### src/rtl/fdiv_issue_ctrl.sv
// Issue-side controller for the Newton-Raphson FP divider: holds one request,
// pulses the divider start, counts fixed latency and writes the quotient back.
// Optional protocol monitor on div_busy: define FDIV_PROTO_CHECK_EN.
module fdiv_issue_ctrl #(
  parameter int unsigned WB_LAT = 18
) (
  input  logic        clk,
  input  logic        clrn,
  input  logic        i_req_valid,
  output logic        o_req_ready,
  input  logic [31:0] i_req_a,
  input  logic [31:0] i_req_b,
  input  logic [1:0]  i_req_rm,
  input  logic [4:0]  i_req_rd,
  output logic [31:0] o_div_a,
  output logic [31:0] o_div_b,
  output logic [1:0]  o_div_rm,
  output logic        o_div_fdiv,
  output logic        o_div_ena,
  input  logic        i_div_busy,
  input  logic [31:0] i_div_s,
  input  logic [4:0]  i_id_rs1,
  input  logic [4:0]  i_id_rs2,
  output logic        o_raw_hazard,
  output logic        o_stall,
  output logic        o_wb_en,
  output logic [4:0]  o_wb_rd,
`ifdef FDIV_PROTO_CHECK_EN
  output logic [31:0] o_wb_data,
  output logic        o_proto_err
`else
  output logic [31:0] o_wb_data
`endif
);

  localparam int unsigned DW = 32;
  localparam int unsigned RW = 5;
  localparam int unsigned MW = 2;
  localparam int unsigned CW = 5;

  localparam logic [1:0] S_IDLE  = 2'd0;
  localparam logic [1:0] S_ISSUE = 2'd1;
  localparam logic [1:0] S_WAIT  = 2'd2;
  localparam logic [1:0] S_WB    = 2'd3;

  localparam logic [CW-1:0] CNT_LAST = CW'(WB_LAT - 1);

  logic [1:0]    r_state;
  logic [CW-1:0] r_cnt;
  logic [DW-1:0] r_a;
  logic [DW-1:0] r_b;
  logic [MW-1:0] r_rm;
  logic [RW-1:0] r_rd;

  logic [1:0]    w_state_nxt;
  logic [CW-1:0] w_cnt_nxt;
  logic          w_capture;
  logic          w_rd_match;

  // State and cycle counter
  always_ff @(posedge clk or negedge clrn) begin
    if (!clrn) begin
      r_state <= S_IDLE;
      r_cnt   <= '0;
    end else begin
      r_state <= w_state_nxt;
      r_cnt   <= w_cnt_nxt;
    end
  end

  // Operand/destination hold registers, loaded only on acceptance
  always_ff @(posedge clk or negedge clrn) begin
    if (!clrn) begin
      r_a  <= '0;
      r_b  <= '0;
      r_rm <= '0;
      r_rd <= '0;
    end else if (w_capture) begin
      r_a  <= i_req_a;
      r_b  <= i_req_b;
      r_rm <= i_req_rm;
      r_rd <= i_req_rd;
    end
  end

  // Next-state and output decode
  always_comb begin
    w_state_nxt = r_state;
    w_cnt_nxt   = '0;
    w_capture   = 1'b0;
    o_req_ready = 1'b0;
    o_div_fdiv  = 1'b0;
    o_div_ena   = 1'b0;
    o_wb_en     = 1'b0;
    o_wb_rd     = '0;
    o_wb_data   = '0;
    case (r_state)
      S_IDLE: begin
        o_req_ready = 1'b1;
        if (i_req_valid) begin
          w_capture   = 1'b1;
          w_state_nxt = S_ISSUE;
        end
      end
      S_ISSUE: begin
        o_div_fdiv  = 1'b1;
        o_div_ena   = 1'b1;
        w_cnt_nxt   = CW'(1);
        w_state_nxt = S_WAIT;
      end
      S_WAIT: begin
        o_div_ena = 1'b1;
        w_cnt_nxt = r_cnt + CW'(1);
        if (r_cnt == CNT_LAST) begin
          w_state_nxt = S_WB;
        end
      end
      S_WB: begin
        o_div_ena   = 1'b1;
        o_wb_en     = 1'b1;
        o_wb_rd     = r_rd;
        o_wb_data   = i_div_s;
        w_state_nxt = S_IDLE;
      end
      default: begin
        w_state_nxt = S_IDLE;
      end
    endcase
  end

  assign o_div_a  = r_a;
  assign o_div_b  = r_b;
  assign o_div_rm = r_rm;

  // x0 is never a real destination, so it cannot create a hazard
  assign w_rd_match   = (i_id_rs1 == r_rd) || (i_id_rs2 == r_rd);
  assign o_raw_hazard = (r_state != S_IDLE) && (r_rd != '0) && w_rd_match;
  assign o_stall      = o_raw_hazard || (i_req_valid && !o_req_ready);

`ifdef FDIV_PROTO_CHECK_EN
  logic r_proto_err;
  logic w_proto_viol;

  // Divider must be busy right after the start pulse and idle by writeback
  assign w_proto_viol = ((r_state == S_WAIT) && (r_cnt == CW'(1)) && !i_div_busy) ||
                        ((r_state == S_WB) && i_div_busy);

  always_ff @(posedge clk or negedge clrn) begin
    if (!clrn) begin
      r_proto_err <= 1'b0;
    end else if (w_proto_viol) begin
      r_proto_err <= 1'b1;
    end
  end

  assign o_proto_err = r_proto_err;
`else
  logic w_unused_busy;
  assign w_unused_busy = i_div_busy;
`endif

endmodule

### config.mk
export PLATFORM = sky130hd
export DESIGN_NAME = fdiv_issue_ctrl
export DESIGN_NICKNAME = d
export VERILOG_FILES = /design/src/rtl/fdiv_issue_ctrl.sv
export SDC_FILE = /design/constraint.sdc
export NUM_CORES = 1
export LEC_CHECK = 0
export BUFFER_PORTS_ARGS = -buffer_cell sky130_fd_sc_hd__buf_2
export CORE_ASPECT_RATIO = 0.5
export CORE_MARGIN = 2
export CORE_UTILIZATION = 38
export DETAILED_ROUTE_END_ITERATION = 7
export GPL_TIMING_DRIVEN = 0
export PLACE_DENSITY = 0.79
export REMOVE_ABC_BUFFERS = 1
export SLEW_MARGIN = 20
export SYNTH_ARGS = -nofsm -noshare
export SYNTH_HDL_FRONTEND = slang
export SYNTH_SLANG_ARGS = --single-unit
### constraint.sdc
create_clock -name clk -period 1.7 [get_ports clk]
set_clock_uncertainty 0.2 [all_clocks]
set_input_delay 0.255 -clock clk [delete_from_list [all_inputs] [get_ports clk]]
set_output_delay 0.255 -clock clk [all_outputs]
set_load 0.02 [all_outputs]
==> out/results.md <==
- reg -> out — Setup Crit Path Kind
- 22 — count of distinct cell types in the synthesized netlist
- 78 — clock sink count
- 3 — maximum level of the CTS H-tree
- complete, but fails checks — outcome
- 0.760 — routability cong.
- flip-flop — crit start category
- 13100 µW — overall power of the completed layout
- 0 — DRC violations left
- 56.8% — sequential cell area fraction in the yosys report
- 6960 µm — dpl hpwl
- 0 — yosys synthesis warning count
- -0.459 ns — setup slack after layout
- 3440 µm² — Cell Area, Synth
- 158 — DRC violation total after the first TritonRoute iteration
- 4.97 — per-cell via count in the routed design
- 0 — Antenna diodes
- 78 — post-synthesis register bit count
- 0.00352 µW — leakage power of the design
- 114 — final setup violating endpoints
- 1.70 ns — signal arrival time at the worst endpoint
- 1.24 ns — Critical Path RT
- 69.2% — share of final-layout standard cells stronger than drive strength 1
- 127% — ratio of final minimum period to clock period
- 3.31% — post-synthesis share of cell area spent on xor and xnor gates
- 9860 µm² — die area
- 0 — GR Overflow Total
- 4 — worst-path fanout max
- 2.55% — adder-cell share of the synthesized area
- 0.209 ns — worst hold-check slack
- 24 — number of core rows
- 0.915 mV — Max IR drop VDD
- simple AND/OR/NAND/NOR gates — CP top delay family
- 1.42% — compound-cell area share of the yosys netlist
- 463 MHz — Fmax
- 21.8 µm — detailed-route wire length per cell
- 3935 — number of global-route vias before repair
- 0.06 ns — CTS clk-pin slew, worst paths
- 3491 — vias after detailed routing
- 0 — Final Max Slew Viols
- 9 — clock buffers created by TritonCTS
- 6.48% — global-route track usage on met3
- 1 — number of buffer and inverter instances along the worst setup path
- yes — setup repair after global routing missed its margin
- 9.14% — share of synthesized cell area in and, or, nand and nor gates
- met2 — global-route layer with the greatest usage
- 15300 µm — total detailed-routing wirelength
- output pin — Worst Setup End Kind
- 226 — count of pins on the block boundary
- 138 µm — die width
- 56.4% — grt met2 use
- 29.8% — Global Route Usage Sum
- 4 — Pre-Repair DR Iteration Count
- in -> async — kind of path behind the tightest hold check
- 2.16 ns — Period minus WS final
- 48 — largest net degree at the start of global routing
- 8740 µm² — total core area
- 101% — relative area change from synthesis to final layout
- 2 — buffer levels on the longest clock path
- multiplexers — largest family of logic cells by synthesized area
- 0.56 ns — maximum cell stage delay along the critical path
- 65.7% — relative slew slack
- 14.0 µm² — Syn Area/Cell
- setup timing — violated checks
- 0 — antenna viol nets, final
- 706 — Layout Nets
- 0.514 ns — measured slew at the worst slew-check pin
- sky130_fd_sc_hd__clkbuf_16 — CTS Root Buffer Type
- 71.2 µm — die extent in y
- 39.3% — effective utilization at floorplan
- 23.6% — multiplexer share of the synthesized area
- 0 — Fin. Hold Viols
- 0 — initial antenna violation count
- 22200 µm — first-pass GRT wire length
- sky130_fd_sc_hd__or4_4 — cell at the slowest stage of the critical path
- 0.34 ns — clock latency on the worst-skew pair
- 1900 nW/µm² — pwr/cell area
- 32.8% — Global Route met1 Usage
- 245 — Syn Inst Count
- 0 — number of maximum-capacitance constraint violations
- yes — CTS tree
- 224 — number of buffers inserted by port buffering
- or4_4, o21bai_4, nor2_1, buf_4 — series of cell instances along the critical path
-- per-stage QoR --
step / worst slack (ns) / setup TNS (ns) / cells / instance area (µm²) / util (%)
after floorplan: -0.721 / -54.65 / 235 / 3350 / -
after global placement: -1.08 / -118.01 / 576 / 4610 / 52.8
after detailed placement: -0.502 / -38.37 / 578 / 4670 / 53.4
after CTS: -0.485 / -24.90 / 701 / 6890 / 78.9
after global routing: -0.494 / -32.10 / 702 / 6900 / 78.9
final: -0.459 / -28.22 / 702 / 6900 / 78.9
-- worst paths after layout --
check,start,slack (ns),cells after the start,end
min in group clk,o_div_b[12]$_DFFE_PN0P_,0.30,1,o_div_b[12]$_DFFE_PN0P_
hold reg to reg,o_div_b[12]$_DFFE_PN0P_,0.30,1,o_div_b[12]$_DFFE_PN0P_
setup / recovery,r_rd[2]$_DFFE_PN0P_,-0.46,4,o_raw_hazard
hold / removal,clrn,0.21,2,o_div_a[14]$_DFFE_PN0P_
max in group asynchronous,clrn,0.51,3,o_div_b[17]$_DFFE_PN0P_
setup reg to reg,r_state[0]$_DFFE_PN0P_,-0.32,7,o_div_a[31]$_DFFE_PN0P_
-- timing repair --
| item | in CTS | in global routing |
|---|---|---|
| hold buffers | 72 | 0 |
| pin swaps | 4 | 2 |
| setup buffers | 22 | 10 |
| cloned | 16 | 2 |
| endpoints found under the hold margin | 102 | 0 |
| resized for setup | 202 | 39 |
| setup endpoints to repair | 114 | 115 |
-- flip-flops by register name, indices dropped and copies added (netlist names) --
register and cells:
o_div_a 32, o_div_rm 2, r_state 2, r_cnt 5, r_rd 5, o_div_b 32
-- placed cells by master (no fill, tap or decap), types with 2 or more instances in the layout --
| cell type | Yosys | routed |
|---|---|---|
| sky130_fd_sc_hd__nand3_1 | 3 | 3 |
| sky130_fd_sc_hd__clkinv_2 | 0 | 2 |
| sky130_fd_sc_hd__clkbuf_16 | 0 | 10 |
| sky130_fd_sc_hd__a22oi_2 | 0 | 2 |
| sky130_fd_sc_hd__dlygate4sd3_1 | 0 | 72 |
| sky130_fd_sc_hd__buf_12 | 0 | 6 |
| sky130_fd_sc_hd__and2_4 | 0 | 37 |
| sky130_fd_sc_hd__xor2_1 | 11 | 11 |
| sky130_fd_sc_hd__inv_1 | 5 | 2 |
| sky130_fd_sc_hd__buf_6 | 7 | 53 |
| sky130_fd_sc_hd__buf_8 | 0 | 4 |
| sky130_fd_sc_hd__buf_2 | 0 | 180 |
| sky130_fd_sc_hd__ha_4 | 0 | 5 |
| sky130_fd_sc_hd__clkbuf_1 | 3 | 2 |
| sky130_fd_sc_hd__dfrtp_1 | 78 | 73 |
| sky130_fd_sc_hd__buf_16 | 0 | 7 |
| sky130_fd_sc_hd__dfrtp_2 | 0 | 5 |
| sky130_fd_sc_hd__buf_4 | 0 | 9 |
| sky130_fd_sc_hd__ha_1 | 7 | 2 |
| sky130_fd_sc_hd__mux2_2 | 72 | 25 |
| sky130_fd_sc_hd__xnor2_1 | 2 | 2 |
| sky130_fd_sc_hd__inv_2 | 0 | 2 |
| sky130_fd_sc_hd__nand2_8 | 0 | 5 |
| sky130_fd_sc_hd__nor2_1 | 7 | 7 |
| sky130_fd_sc_hd__mux2_4 | 0 | 47 |
-- report_power, final --
group          internal, µW  switching, µW  total [µW]
sequential             2790            727        3520
combinational          4040           3800        7840
clock                  1010            721        1730
-- kinds of logic after synthesis --
| family | after synthesis |
|---|---|
| xor gates and xnor gates | 13 |
| adders and majority gates | 7 |
| AOI/OAI and AO/OA | 6 |
| muxes | 72 |
| DFF | 78 |
| buffers and inverters | 15 |
| and+or+nand+nor | 54 |
-- Yosys cell counts --
cell type                  number  area share, %
sky130_fd_sc_hd__o21a_1         1           0.22
sky130_fd_sc_hd__clkbuf_1       3           0.33
sky130_fd_sc_hd__and2_1        37            6.7
sky130_fd_sc_hd__nor2_1         7           0.76
sky130_fd_sc_hd__and2_2         1           0.22
sky130_fd_sc_hd__dfrtp_1       78             57
sky130_fd_sc_hd__xor2_1        11            2.8
sky130_fd_sc_hd__mux2_2        72             24
sky130_fd_sc_hd__or4_1          1           0.22
sky130_fd_sc_hd__ha_1           7            2.5
sky130_fd_sc_hd__xnor2_1        2           0.51
sky130_fd_sc_hd__nand2_2        1           0.18
sky130_fd_sc_hd__o21bai_2       1           0.33
sky130_fd_sc_hd__a22oi_1        2           0.44
sky130_fd_sc_hd__nand3_1        3           0.44
sky130_fd_sc_hd__nor2b_1        1           0.18
sky130_fd_sc_hd__nor3_1         2           0.29
sky130_fd_sc_hd__nand2_1        1           0.11
sky130_fd_sc_hd__o22ai_1        1           0.18
sky130_fd_sc_hd__buf_6          7            2.3
sky130_fd_sc_hd__inv_1          5           0.55
sky130_fd_sc_hd__o22a_1         1           0.25
-- worst reg2reg max path: stages, from the launching register on --
cell and delay (ns):
sky130_fd_sc_hd__dfrtp_2 0.47, sky130_fd_sc_hd__inv_4 0.11, sky130_fd_sc_hd__ha_4 0.18, sky130_fd_sc_hd__buf_6 0.15
sky130_fd_sc_hd__nand2_8 0.13, sky130_fd_sc_hd__buf_12 0.21, sky130_fd_sc_hd__buf_16 0.14, sky130_fd_sc_hd__mux2_4 0.31
-- per-layer routing --
metal	vias up	share of wire [%]	wire (µm)
met5	-	0	0
met4	0	4.4	668
met3	45	5.3	811
met2	177	54	8210
met1	1755	37	5600
li1	1514	-	-
-- layout make-up --
cell class	instances	area (µm²)
flip-flops and latches	78	1960
inverters	5	21.3
clock inverters	2	10.0
repair buffers	332	2680
multi-input cells	156	1830
well taps	117	146
fillers	455	1840
clock buffers	12	246
Note: power is estimated with default switching activity, not from simulation.
